### src/rtl/sync_merge_arb6.sv
// Six-way round-robin, packet-locked merge arbiter with a registered output stage.
// Define SYNC_MERGE_ARB6_FIXED_PRIO_EN for lowest-index-wins arbitration instead.
module sync_merge_arb6 #(
  parameter int unsigned DATA_WIDTH = 32
) (
  input  logic                    clk,
  input  logic                    rst,
  input  logic [5:0]              i_valid,
  input  logic [5:0]              i_last,
  input  logic [6*DATA_WIDTH-1:0] i_data,
  output logic [5:0]              o_ready,
  output logic                    o_valid,
  output logic [DATA_WIDTH-1:0]   o_data,
  output logic                    o_last,
  output logic [2:0]              o_src,
  input  logic                    i_ready,
  output logic                    o_busy
);

  typedef enum logic [0:0] {StIdle, StLock} state_e;

  state_e                  state_q, state_d;
  logic [2:0]              ptr_q, ptr_d;
  logic [2:0]              lock_id_q, lock_id_d;
  logic                    o_valid_q, o_valid_d;
  logic [DATA_WIDTH-1:0]   o_data_q, o_data_d;
  logic                    o_last_q, o_last_d;
  logic [2:0]              o_src_q, o_src_d;

  logic                    can_load;
  logic                    win_found;
  logic [2:0]              win_id;
  logic [2:0]              gnt_id;
  logic                    xfer;
  logic                    gnt_last;
  logic [DATA_WIDTH-1:0]   gnt_data;

  assign can_load = ~o_valid_q | i_ready;

`ifdef SYNC_MERGE_ARB6_FIXED_PRIO_EN
  always_comb begin
    win_found = 1'b0;
    win_id    = 3'd0;
    for (int n = 5; n >= 0; n--) begin
      if (i_valid[n]) begin
        win_found = 1'b1;
        win_id    = 3'(n);
      end
    end
  end
`else
  // Circular search starting one past the last winner.
  always_comb begin
    logic [2:0] idx;
    win_found = 1'b0;
    win_id    = 3'd0;
    idx       = ptr_q;
    for (int k = 0; k < 6; k++) begin
      idx = (idx == 3'd5) ? 3'd0 : idx + 3'd1;
      if (!win_found && i_valid[idx]) begin
        win_found = 1'b1;
        win_id    = idx;
      end
    end
  end
`endif

  // Output process: grant and busy decode.
  always_comb begin
    o_ready = 6'b0;
    unique case (state_q)
      StIdle: if (win_found) o_ready[win_id] = can_load;
      StLock: o_ready[lock_id_q] = can_load;
    endcase
    if (rst) o_ready = 6'b0;
  end

  assign o_busy = (state_q == StLock);

  assign gnt_id   = (state_q == StLock) ? lock_id_q : win_id;
  assign xfer     = |(i_valid & o_ready);
  assign gnt_last = i_last[gnt_id];

  always_comb begin
    gnt_data = '0;
    for (int n = 0; n < 6; n++) begin
      if (gnt_id == 3'(n)) gnt_data = i_data[n*DATA_WIDTH +: DATA_WIDTH];
    end
  end

  // Next-state process.
  always_comb begin
    state_d   = state_q;
    ptr_d     = ptr_q;
    lock_id_d = lock_id_q;
    unique case (state_q)
      StIdle: begin
        if (xfer) begin
          ptr_d = win_id;
          if (!gnt_last) begin
            lock_id_d = win_id;
            state_d   = StLock;
          end
        end
      end
      StLock: begin
        if (xfer && gnt_last) state_d = StIdle;
      end
    endcase
  end

  // Output stage: a load beats a simultaneous drain.
  always_comb begin
    o_valid_d = o_valid_q;
    o_data_d  = o_data_q;
    o_last_d  = o_last_q;
    o_src_d   = o_src_q;
    if (xfer) begin
      o_valid_d = 1'b1;
      o_data_d  = gnt_data;
      o_last_d  = gnt_last;
      o_src_d   = gnt_id;
    end else if (i_ready) begin
      o_valid_d = 1'b0;
    end
  end

  // State register process.
  always_ff @(posedge clk) begin
    if (rst) begin
      state_q   <= StIdle;
      ptr_q     <= 3'd5;
      lock_id_q <= 3'd0;
      o_valid_q <= 1'b0;
      o_data_q  <= '0;
      o_last_q  <= 1'b0;
      o_src_q   <= 3'd0;
    end else begin
      state_q   <= state_d;
      ptr_q     <= ptr_d;
      lock_id_q <= lock_id_d;
      o_valid_q <= o_valid_d;
      o_data_q  <= o_data_d;
      o_last_q  <= o_last_d;
      o_src_q   <= o_src_d;
    end
  end

  assign o_valid = o_valid_q;
  assign o_data  = o_data_q;
  assign o_last  = o_last_q;
  assign o_src   = o_src_q;

endmodule

### config.mk
export PLATFORM = sky130hd
export DESIGN_NAME = sync_merge_arb6
export DESIGN_NICKNAME = d
export VERILOG_FILES = /design/src/rtl/sync_merge_arb6.sv
export SDC_FILE = /design/constraint.sdc
export NUM_CORES = 1
export LEC_CHECK = 0
export ABC_AREA = 1
export BUFFER_PORTS_ARGS = -buffer_cell sky130_fd_sc_hd__buf_4
export CORE_ASPECT_RATIO = 1.5
export CORE_MARGIN = 4
export CORE_UTILIZATION = 35
export CTS_CLUSTER_DIAMETER = 200
export DETAILED_ROUTE_END_ITERATION = 10
export PLACE_DENSITY = 0.66
export SYNTH_ARGS = -nofsm -noshare
export SYNTH_HDL_FRONTEND = slang
export SYNTH_SLANG_ARGS = --single-unit
### constraint.sdc
create_clock -name clk -period 3.44 [get_ports clk]
set_input_delay 0.344 -clock clk [delete_from_list [all_inputs] [get_ports clk]]
set_output_delay 0.344 -clock clk [all_outputs]
set_load 0.01 [all_outputs]
* Word-level counts from Yosys, hierarchy flattened
Cells that the tools add are included.
** Storage, ports and cells
- Register bits after elaboration :: 44
- Input port bits :: 207
- Output and inout port bits :: 44
- Word-level logic and storage cells :: 112
** Operators by class
- Add/subtract/negate cells :: 6
- $lt $le $gt $ge :: 11
- Eq/ne operators :: 11
- Multiplexer cells :: 52
- Bitwise gates (word level) :: 7
- Reductions and logical operators :: 18
** Operators with widths (number)
- $mux W32 :: 6
- $mux W3 :: 13
- $lt A3 B4 Y1 const B :: 9
- $eq A3 B3 Y1 const B :: 8
- $bmux W1 S3 :: 7
- $mux W1 :: 20
- $add A3 B1 Y3 const B :: 6
- $and A6 B6 Y6 :: 3
- $mux W6 :: 2
- $pmux W6 S2 :: 1
- $logic_and A1 B1 Y1 :: 8
- $demux W1 S3 :: 2
- $eq A3 B2 Y1 const B :: 2
- $ge A3 B1 Y1 const B :: 2
- $reduce_or A6 Y1 :: 1
- $logic_not A1 Y1 :: 5
- $eq A3 B1 Y1 const B :: 1
- $logic_not A3 Y1 :: 1
- $not A1 Y1 :: 3
- $reduce_and A3 Y1 :: 1
- $pmux W1 S2 :: 1
- $reduce_and A2 Y1 :: 1
- $reduce_bool A2 Y1 :: 1
- $or A1 B1 Y1 :: 1

* Depth between registers and ports, before layout
Gate-level depths: netlist of run 1.
- Depth after elaboration :: 33
- Gate-level depth with buffers :: 33
- Mapped depth without buffers :: 31

* Worst setup path after synthesis of run 1
No wires, ideal clock.
- Kind :: flip-flop to flip-flop
- Start :: register ptr_q[0]
- End :: register o_data_q[15], in the netlist o_data[15]
- Setup time :: 0.117 ns
- Arrival :: 3.597 ns
- Slack :: -0.274 ns
- Cell stages (with the launch flop) :: 30
- Path buffers :: 5
- Cells stage by stage :: dfxtp_1 buf_2 buf_1 clkbuf_1 ha_1 nand2_2 inv_2 ha_1 inv_1 nand2_1 nand2_1 nand3_2 nand3_1 nand2_2 nor2_4 nand3_1 inv_1 nor2_1 nand2_1 inv_2 o21ai_4 inv_2 buf_6 buf_4 nand4_1 nand2_1 a21oi_1 nand3_1 nor2_1 nor2_1
** On the way
- Word-level cells in the longest chain between the ends :: 30
- Elaborated cells between the ends (all ways) :: 76
** RTL lines
- from (decl) :: line 23 : logic [2:0] ptr_q, ptr_d;
- from (signal assigned) :: line 140 : ptr_q <= ptr_d;
- $add A3 B1 Y3 or $eq A3 B3 Y1 (tied branches) :: line 59 : idx = (idx == 3'd5) ? 3'd0 : idx + 3'd1;
- $mux W3 * :: line 59
- parallel branches: the longest is 28 deep, another holds $add A3 B1 Y3
- to (signal assigned) :: line 143 : o_data_q <= o_data_d;
- to (decl) :: line 26 : logic [DATA_WIDTH-1:0] o_data_q, o_data_d;
Every way passes the cells marked *. The select of a mux whose other input is x is not followed.
A chain may end at the register's enable or synchronous reset.

* Worst setup path after layout of run 1
- Start :: register ptr_q[0]
- End :: register o_data_q[23], in the netlist o_data[23]
The elaborated chain is that of the path after synthesis.

==> results of run 1 <==
-- per-stage QoR --
| step | TNS, ns | hold WS, ns | std cells | utilization, % |
|---|---|---|---|---|
| floorplan | 0 | 0.488 | 778 | - |
| global placement | -9.25 | 0.458 | 1201 | 56.2 |
| detailed placement | -11.93 | 0.460 | 1201 | 56.2 |
| CTS | -0.766 | 0.313 | 1224 | 61.3 |
| global route | -17.52 | 0.330 | 1247 | 70.0 |
| finish | -6.93 | 0.325 | 1247 | 70.0 |
-- worst max-delay path, delay by kind of cell, from the launching register on --
family,cells,cell delay (ns)
buffers and inverters,10,0.84
adders and majority gates,2,0.47
and+or+nand+nor,15,1.50
DFF,1,0.37
AOI/OAI and AO/OA,2,0.42
-- final cells by class --
type	instances	share of cell area [%]
Tap cell	153	2.27
Clock inverter	3	0.565
Inverter	52	2.62
Sequential cell	44	10.6
Clock buffer	5	1.49
Multi-Input combinational cell	631	45.5
Timing Repair Buffer	359	37.0
-- synthesized netlist by cell type --
| cell type | instances | area (um2) |
|---|---|---|
| nand2_1 | 263 | 987 |
| nand2_2 | 9 | 56.3 |
| clkbuf_1 | 17 | 63.8 |
| nand4_2 | 1 | 12.5 |
| nand4_1 | 72 | 450 |
| a21oi_1 | 43 | 215 |
| nor2_4 | 1 | 11.3 |
| a21boi_4 | 1 | 18.8 |
| o2111ai_1 | 1 | 8.76 |
| o21ai_4 | 1 | 16.3 |
| ha_1 | 4 | 50.1 |
| o211ai_1 | 1 | 7.51 |
| a31oi_1 | 4 | 25.0 |
| nor3_1 | 1 | 5.00 |
| inv_2 | 14 | 52.6 |
| nor3_4 | 2 | 32.5 |
| buf_2 | 20 | 100 |
| nand3_1 | 67 | 335 |
| nand3_2 | 4 | 40.0 |
| buf_4 | 3 | 22.5 |
| inv_1 | 38 | 143 |
| nor3_2 | 2 | 20.0 |
| o21ai_0 | 45 | 225 |
| buf_6 | 5 | 56.3 |
| a21oi_2 | 1 | 8.76 |
| dfxtp_1 | 44 | 881 |
| o21ai_1 | 9 | 45.0 |
| buf_1 | 7 | 26.3 |
| nor2_2 | 2 | 12.5 |
| nor2_1 | 95 | 357 |
| nand3b_1 | 1 | 7.51 |
-- layer usage --
metal | vias to the layer above | part of all wire, % | global-route usage, %
li1 | 3231 | - | -
met1 | 3186 | 35 | 29.8
met5 | - | 0 | 0
met4 | 0 | 4.6 | 10.1
met2 | 283 | 54 | 50.7
met3 | 84 | 6.3 | 5.05
-- cell families after synthesis --
logic type | count (synthesis) | share of synthesized area, %
flip-flops | 44 | 20.5
AND/OR/NAND/NOR | 520 | 54.2
adder cells (fa/ha/maj) | 4 | 1.17
AO/OA/AOI/OAI | 106 | 13.3
buffers and inverters | 104 | 10.8
-- sequential cells by signal, indices dropped and copies added, names as in the netlist, named ones only --
name,count
o_src,3
o_data,32
lock_id_q,3
o_valid,1
ptr_q,3
o_last,1
-- worst max path at each step --
stage,from,endpoint,slack [ns],cells after the start
final,ptr_q[0]$_SDFFE_PP1P_,o_data[23]$_SDFFE_PP0P_,-0.24,29
after global routing,ptr_q[0]$_SDFFE_PP1P_,o_data[10]$_SDFFE_PP0P_,-0.46,29
after CTS,ptr_q[2]$_SDFFE_PP1P_,o_ready[4],-0.08,22
after detailed placement,ptr_q[0]$_SDFFE_PP1P_,o_data[18]$_SDFFE_PP0P_,-0.36,28
after global placement,ptr_q[0]$_SDFFE_PP1P_,o_data[6]$_SDFFE_PP0P_,-0.28,26
after floorplan,ptr_q[0]$_SDFFE_PP1P_,o_data[15]$_SDFFE_PP0P_,0.009,30
-- timing repair --
item,4_1_cts,5_1_grt
gates resized for setup,69,212
setup buffers,13,16
cloned,2,11
hold buffers,0,0
pin swaps,32,63
setup endpoints to repair,49,50
==> summary.txt, run 1 <==
Synthesis
  – Number of warnings reported in the yosys synthesis log: 0
  – Synthesized area divided by synthesized cell count: approximately 5.5 um2
  – Syn_nets: 989
  – Count of unique library cells instantiated by Yosys: 31
  – Sequential-to-total area share from yosys stat: roughly a fifth
  – Post-synthesis instance area: 4290 um2
  – Number of synthesized register bits: 44
  – Synthesized instance count: 778

Routing
  – Number of nets with antenna violations after detailed routing: 0
  – Number of vias in the routed layout: approximately 6.8k
  – Number of search-and-repair iterations in the first detailed-routing pass: 5
  – Average wire per standard cell: 18.2 um
  – Vias per inst: 5.44
  – Remaining routing DRC violations: 0
  – Detailed router's first-iteration violation count: 330
  – Wire length reported by the detailed router: 22.7 mm

Setup path
  – Cell with the largest stage delay on the worst path: dfxtp_4
  – Maximum single-stage delay on the critical path: between 0.3 and 0.4 ns
  – R2r endpoint: o_data[23]$_SDFFE_PP0P_
  – Startpoint of the worst register-to-register path: ptr_q[0]$_SDFFE_PP1P_
  – Kind of critical path: flop to flop
  – Worst EP arrival: roughly 3.9 ns
  – Crit path required time: 3.67 ns
  – Reg2Reg Depth: 29
  – Maximum net fanout on the critical path: 5
  – Flop-to-flop setup slack: -0.24 ns
  – Endpoint class of the critical path: flop
  – Worst Setup Start Kind: flop

Outcome
  – Status: finished with violations
  – Violations in the final reports: setup timing

STA
  – Final Hold Vio Count: 0
  – Transition time of the tightest slew-check pin: 0.685 ns
  – Max-slew violations: 0
  – Clock Skews: 0.00427 ns
  – Headroom to the max-slew limit: 54.3%
  – Minimum setup slack in the final design: -0.242 ns
  – Max Clk Rate: between 200 and 300 MHz
  – Shortest period the worst path allows: between 3 and 4 ns
  – Unrepaired setup endpoints after global routing: yes
  – Setup violation total in the final timing report: 47
  – Period utilisation layout: 107%

Floorplan
  – Die outline height: 144 um
  – DIE WIDTH: 98.4 um
  – Boundary pin count: ~250
  – Initial Utilization: a little over a third
  – Die outline area: approximately 14,000 um2
  – Area of the core region: between 10,000 and 15,000 um2
  – Std cell rows: 49

Finish
  – Area Overhead vs Synth: 96.0%
  – Final nets: roughly 1.3k
  – Sequential cell area: 890 um2
  – Filler cell count in the final layout: 1,028
  – Highest-count cells in the layout ignoring fill and taps: buf_4 (307), nand2_1 (203), nor2_1 (72), nand4_1 (72), nand3_2 (45)
  – # diodes: 0
  – Layout Cell Area excl Fill: between 8000 and 9000 um2
  – Most frequent standard cell in the layout excluding fill and tap cells: buf_4
  – Proportion of layout cells with a drive suffix above 1: between 50 and 60%
  – Area used by multi-input combinational logic: around 3800 um2

Hold path
  – Worst min-delay path endpoint: o_valid$_SDFFE_PP0P_
  – Worst hold path depth: 2
  – Worst hold start: rst
  – Min-Delay Path Class: input pin to flop

Clocking
  – Insertion delay of the later-clocked pin in the worst-skew pair: 0.29 ns
  – Clock Sink Count: 44
  – Number of levels in the clock H-tree: 2
  – Root Buffer: clkbuf_16
  – Clock input transition at the sequential cells of the worst setup and hold paths: 0.07 ns
  – TritonCTS clock tree: yes
  – Cts bufs inserted: 5
  – Max clock buf depth: 2

Flow run
  – Number of max-capacitance violations reported: 0

GRT
  – Vias in the first global route: 6,040
  – Initial antenna violation count: 0
  – First-pass GRT wire length: 30.6 mm
  – Largest net degree at the start of global routing: 39
  – Overall overflow remaining after global route: 0
  – Combined global-route utilization of all metal layers: 27.0%

Placement
  – Total cell area at the placement stage: 6760 um2
  – Pre-CTS setup slack: -0.358 ns
  – Final HPWL from detailed placement: 15.7 mm
  – RePlAce Congestion: just under 1
  – Port Buffers: 250
Power of run 1 is not shown: default switching activity piles up to over one toggle a cycle in this logic, so the estimate is an artifact.
==> run 2, diff against run 1 <==
- clock period: 3.44 -> 3.35 ns (I/O delays scaled with it)
==> summary.txt, run 2 (synthesis results as in run 1) <==
Outcome
  – Status: finished with violations (unchanged)
  – Violations in the final reports: setup timing (unchanged)

STA
  – Sum of negative setup slack: -14.44 ns (was -6.93 ns)
  – Max-slew violations: 0 (unchanged)
  – Clock Skews: 0.00372 ns (was 0.00427 ns)
  – Headroom to the max-slew limit: 62.0% (was 54.3%)
  – Setup violation total in the final timing report: 50 (was 47)
  – Unrepaired setup endpoints after global routing: yes (unchanged)
  – Max Clk Rate: 269 MHz (was 272 MHz)
  – Worst hold slack across all endpoints: 0.300 ns (was 0.325 ns)
  – Final Hold Vio Count: 0 (unchanged)
  – Period utilisation layout: 111% (was 107%)
  – Shortest period the worst path allows: 3.71 ns (was 3.68 ns)
  – Minimum setup slack in the final design: -0.364 ns (was -0.242 ns)
  – Transition time of the tightest slew-check pin: 0.568 ns (was 0.685 ns)

Placement
  – Final HPWL from detailed placement: 15.9 mm (was 15.7 mm)
  – RePlAce Congestion: 0.942 (was 0.987)
  – Port Buffers: 250 (unchanged)
  – Pre-CTS setup slack: -0.474 ns (was -0.358 ns)

GRT
  – Overall overflow remaining after global route: 0 (unchanged)
  – Combined global-route utilization of all metal layers: 29.7% (was 27.0%)
  – Largest net degree at the start of global routing: 36 (was 39)
  – First-pass GRT wire length: 33.4 mm (was 30.6 mm)
  – Vias in the first global route: 6,461 (was 6,040)
  – Initial antenna violation count: 0 (unchanged)

Setup path
  – Cell with the largest stage delay on the worst path: dfxtp_4 (unchanged)
  – Maximum net fanout on the critical path: 6 (was 5)
  – Worst EP arrival: 3.89 ns (was 3.91 ns)
  – Worst Setup Start Kind: flop (unchanged)
  – Crit path required time: 3.53 ns (was 3.67 ns)
  – Maximum single-stage delay on the critical path: 0.36 ns (was 0.37 ns)
  – Endpoint class of the critical path: flop (unchanged)
  – Cell seen most often among critical-path stages: nand2_2
  – Kind of critical path: flop to flop (unchanged)

Clocking
  – Number of levels in the clock H-tree: 2 (unchanged)
  – Root Buffer: clkbuf_16 (unchanged)
  – Clock input transition at the sequential cells of the worst setup and hold paths: 0.07 ns (about the same)
  – Clock Sink Count: 44 (unchanged)
  – Cts bufs inserted: 5 (unchanged)
  – TritonCTS clock tree: yes (unchanged)
  – Max clock buf depth: 2 (unchanged)
  – Insertion delay of the later-clocked pin in the worst-skew pair: 0.29 ns (about the same)

Floorplan
  – DIE WIDTH: 98.4 um (unchanged)
  – Area of the core region: 12,000 um2 (unchanged)
  – Die outline height: 144 um (unchanged)
  – Std cell rows: 49 (unchanged)
  – Initial Utilization: 35.7% (unchanged)
  – Die outline area: 14,100 um2 (unchanged)
  – Boundary pin count: 251 (unchanged)

Finish
  – Sequential cell area: 890 um2 (unchanged)
  – Most frequent standard cell in the layout excluding fill and tap cells: buf_4 (unchanged)
  – # diodes: 0 (unchanged)
  – Highest-count cells in the layout ignoring fill and taps: buf_4 (331), nand2_1 (214), nor2_1 (77), nand4_1 (72), dfxtp_1 (41) (was buf_4 (307), nand2_1 (203), nor2_1 (72), nand4_1 (72), nand3_2 (45))
  – Filler cell count in the final layout: 1,040 (was 1,028)
  – Area Overhead vs Synth: 98.1% (was 96.0%)
  – Final nets: 1,326 (was 1,304)
  – Flip-flop count of the largest register, all copies and words added: 32 (unchanged)
  – Area used by multi-input combinational logic: 3730 um2 (was 3830 um2)
  – Proportion of layout cells with a drive suffix above 1: 51.1% (was 51.9%)

Routing
  – Average wire per standard cell: 19.0 um (was 18.2 um)
  – Number of vias in the routed layout: 6,850 (was 6,784)
  – Number of nets with antenna violations after detailed routing: 0 (unchanged)
  – Number of search-and-repair iterations in the first detailed-routing pass: 5 (unchanged)
  – Remaining routing DRC violations: 0 (unchanged)
  – Wire length reported by the detailed router: 24.1 mm (was 22.7 mm)
  – Detailed router's first-iteration violation count: 400 (was 330)
  – Vias per inst: 5.40 (was 5.44)

Flow run
  – Number of max-capacitance violations reported: 0 (unchanged)

Hold path
  – Min-Delay Path Class: input pin to flop (unchanged)
run 2: cell types whose count changed in the layout (fill, tap and decap cells not counted), moves of 5 or more:
cell / change
nand2_4: -11
o21ai_1: +14
nor2_2: -6
nand3_1: +12
nand2_1: +11
o21ai_2: +5
o21ai_0: -18
nor2_1: +5
nand3_2: -14
buf_4: +24
run 2: final timing paths:
path                         startpoint  slack (ns)  cells after the start                  end
hold reg to reg     o_last$_SDFFE_PP0P_        0.48                      2  o_last$_SDFFE_PP0P_
setup reg to reg  ptr_q[1]$_SDFFE_PP0P_       -0.36                     27                 flop
hold / removal                      rst        0.30                      2  o_last$_SDFFE_PP0P_
setup / recovery  ptr_q[1]$_SDFFE_PP0P_       -0.36                     27                 flop
run 2: final cells by class:
| type | count | share of cell area (%) |
|---|---|---|
| clock buffer | 6 | 1.63 |
| clock inverter | 2 | 0.177 |
| timing repair buffer | 381 | 39.0 |
| tap | 153 | 2.25 |
| inverter | 52 | 2.62 |
| multi-input combinational | 631 | 43.9 |
| sequential | 44 | 10.5 |
run 2: repair_timing:
item                       4_1_cts  5_1_grt
setup endpoints to repair       50       50
cloned                           8        4
buffers inserted                26       10
pin swaps                       54       60
hold buffers                     0        0
gates resized for setup        129      127
run 2: metrics by stage:
| step | cell area (um2) | cells | util (%) |
|---|---|---|---|
| after global placement | 6880 | 1213 | 57.2 |
| after CTS | 7920 | 1255 | 65.9 |
| after floorplan | 4360 | 778 | - |
| after global routing | 8510 | 1269 | 70.8 |
| after detailed placement | 6880 | 1213 | 57.2 |
| final | 8510 | 1269 | 70.8 |
run 2: worst max-delay path, delay by kind of cell, from the launching register on:
kind | cells | cell delay [ns]
buffers and inverters | 7 | 0.72
AND/OR/NAND/NOR | 15 | 1.51
adder cells (fa/ha/maj) | 2 | 0.51
flip-flops | 1 | 0.36
AO/OA/AOI/OAI | 3 | 0.46
run 2: per-layer routing:
layer	GRT usage [%]	part of all wire, %	wire length, um
met1	33.3	36	8600
met2	55.1	53	12800
met3	6.46	7.1	1720
met4	10.6	4.4	1060
met5	0	0	0
Power of run 2 is left out for the same reason.
==> run 3, diff against run 2 <==
--- a/config.mk
+++ b/config.mk
@@ -10,3 +10,3 @@
 export CORE_ASPECT_RATIO = 1.5
-export CORE_MARGIN = 4
+export CORE_MARGIN = 5
 export CORE_UTILIZATION = 35
==> constraint.sdc (replaced) <==
create_clock -name clk -period 3.35 [get_ports clk]
set_input_delay 0.67 -clock clk [delete_from_list [all_inputs] [get_ports clk]]
set_output_delay 0.67 -clock clk [all_outputs]
set_load 0.01 [all_outputs]
==> summary.txt, run 3 (synthesis results as in run 1) <==
Routing
  – Vias per inst: 5.35 (was 5.40)
  – Number of nets with antenna violations after detailed routing: 0 (unchanged)
  – Remaining routing DRC violations: 0 (unchanged)
  – Wire length reported by the detailed router: 24.7 mm (was 24.1 mm)
  – Number of vias in the routed layout: 6,912 (was 6,850)
  – Detailed router's first-iteration violation count: 352 (was 400)
  – Number of search-and-repair iterations in the first detailed-routing pass: 7 (was 5)
  – Average wire per standard cell: 19.1 um (was 19.0 um)

Placement
  – Total cell area at the placement stage: 6870 um2 (was 6880 um2)
  – RePlAce Congestion: 0.982 (was 0.942)
  – Port Buffers: 250 (unchanged)
  – Final HPWL from detailed placement: 16.2 mm (was 15.9 mm)

STA
  – Shortest period the worst path allows: 3.99 ns (was 3.71 ns)
  – Worst hold slack across all endpoints: 0.480 ns (was 0.300 ns)
  – Headroom to the max-slew limit: 62.0% (about the same)
  – Sum of negative setup slack: -27.93 ns (was -14.44 ns)
  – Max-slew violations: 0 (unchanged)
  – Minimum setup slack in the final design: -0.642 ns (was -0.364 ns)
  – Max Clk Rate: 251 MHz (was 269 MHz)
  – Clock Skews: 0.00987 ns (was 0.00372 ns)
  – Setup violation total in the final timing report: 50 (unchanged)
  – Final Hold Vio Count: 0 (unchanged)
  – Period utilisation layout: 119% (was 111%)
  – Unrepaired setup endpoints after global routing: yes (unchanged)
  – Transition time of the tightest slew-check pin: 0.570 ns (was 0.568 ns)

Finish
  – Area Overhead vs Synth: 101% (was 98.1%)
  – Layout Cell Area excl Fill: 8630 um2 (was 8510 um2)
  – Final nets: 1,349 (was 1,326)
  – Most frequent standard cell in the layout excluding fill and tap cells: buf_4 (unchanged)
  – Proportion of layout cells with a drive suffix above 1: 49.0% (was 51.1%)
  – # diodes: 0 (unchanged)
  – Flip-flop count of the largest register, all copies and words added: 32 (unchanged)
  – Highest-count cells in the layout ignoring fill and taps: buf_4 (333), nand2_1 (229), nor2_1 (83), nand4_1 (72), buf_6 (44) (was buf_4 (331), nand2_1 (214), nor2_1 (77), nand4_1 (72), dfxtp_1 (41))

Floorplan
  – Area of the core region: 12,000 um2 (unchanged)
  – Die outline area: 14,600 um2 (was 14,100 um2)
  – Die outline height: 146 um (was 144 um)
  – Initial Utilization: 35.7% (unchanged)
  – Std cell rows: 49 (unchanged)
  – Boundary pin count: 251 (unchanged)
  – DIE WIDTH: 100 um (was 98.4 um)

Setup path
  – Flop-to-flop setup slack: -0.64 ns (was -0.36 ns)
  – Endpoint class of the critical path: flop (unchanged)
  – Worst Setup Start Kind: flop (unchanged)
  – Crit path required time: 3.54 ns (was 3.53 ns)
  – Cell seen most often among critical-path stages: nand2_2 (unchanged)
  – Startpoint of the worst register-to-register path: ptr_q[0]$_SDFFE_PP1P_ (was ptr_q[1]$_SDFFE_PP0P_)
  – Maximum single-stage delay on the critical path: 0.37 ns (was 0.36 ns)
  – Worst setup startpoint: ptr_q[0]$_SDFFE_PP1P_ (was ptr_q[1]$_SDFFE_PP0P_)
  – Cell with the largest stage delay on the worst path: dfxtp_4 (unchanged)
  – Maximum net fanout on the critical path: 8 (was 6)
  – Kind of critical path: flop to flop (unchanged)
  – Worst EP arrival: 4.18 ns (was 3.89 ns)

Outcome
  – Violations in the final reports: setup timing (unchanged)
  – Status: finished with violations (unchanged)

GRT
  – Overall overflow remaining after global route: 0 (unchanged)
  – Largest net degree at the start of global routing: 40 (was 36)
  – Vias in the first global route: 6,580 (was 6,461)
  – First-pass GRT wire length: 34.6 mm (was 33.4 mm)
  – Combined global-route utilization of all metal layers: 30.0% (was 29.7%)
  – Initial antenna violation count: 0 (unchanged)

Clocking
  – Cts bufs inserted: 5 (unchanged)
  – Max clock buf depth: 2 (unchanged)
  – Insertion delay of the later-clocked pin in the worst-skew pair: 0.30 ns (was 0.29 ns)
  – Clock Sink Count: 44 (unchanged)
  – Root Buffer: clkbuf_16 (unchanged)
  – Number of levels in the clock H-tree: 2 (unchanged)
  – TritonCTS clock tree: yes (unchanged)
  – Clock input transition at the sequential cells of the worst setup and hold paths: 0.07 ns (about the same)

Hold path
  – Worst hold start: o_last$_SDFFE_PP0P_ (was rst)
  – Min-Delay Path Class: flop to flop (was input pin to flop)

Flow run
  – Number of max-capacitance violations reported: 0 (unchanged)
==> run 3: through the flow <==
stage / cells / utilization, % / setup WS, ns
4_1_cts: 1264 / 66.3 / -0.506
3_3_place_gp: 1211 / 57.2 / -0.452
2_1_floorplan: 778 / - / 0.00216
6_report: 1292 / 71.8 / -0.642
3_5_place_dp: 1211 / 57.2 / -0.512
5_1_grt: 1292 / 71.8 / -0.820
==> run 3: layer usage <==
layer | track usage [%] | part of all wire (%) | up-vias
li1 | - | - | 3317
met1 | 32.7 | 34 | 3140
met2 | 54.3 | 53 | 364
met3 | 5.56 | 7.6 | 91
met4 | 14.9 | 6.1 | 0
met5 | 0 | 0 | -
==> run 3: final timing paths <==
path / to / depth (start not counted)
setup reg to reg: o_data[1]$_SDFFE_PP0P_ / 33
setup / recovery: o_data[1]$_SDFFE_PP0P_ / 33
hold reg to reg: o_last$_SDFFE_PP0P_ / 2
hold / removal: o_last$_SDFFE_PP0P_ / 2
==> run 3: timing repair <==
item / 4_1_cts / 5_1_grt
pin swaps: 30 / 46
endpoints found under the hold margin: 0 / 0
gates resized for setup: 123 / 115
buffers inserted: 38 / 25
endpoints found under the setup margin: 50 / 50
hold buffers: 0 / 0
gates cloned: 8 / 7
==> run 3: critical path, delay by kind of cell (launching register included) <==
| kind | cells | cell delay (ns) |
|---|---|---|
| AOI/OAI and AO/OA | 1 | 0.15 |
| buffers and inverters | 12 | 1.13 |
| and+or+nand+nor | 18 | 1.72 |
| adders and majority gates | 2 | 0.49 |
| DFF | 1 | 0.37 |
==> run 3: cell type report <==
class                           count  area [um2]
Clock inverter                      3        46.3
Multi-Input combinational cell    632        3580
Clock buffer                        5         125
Sequential cell                    44         888
Inverter                           52         235
Fill cell                        1005        3390
Tap cell                          153         191
Timing Repair Buffer              403        3570
Power of run 3 is left out for the same reason.
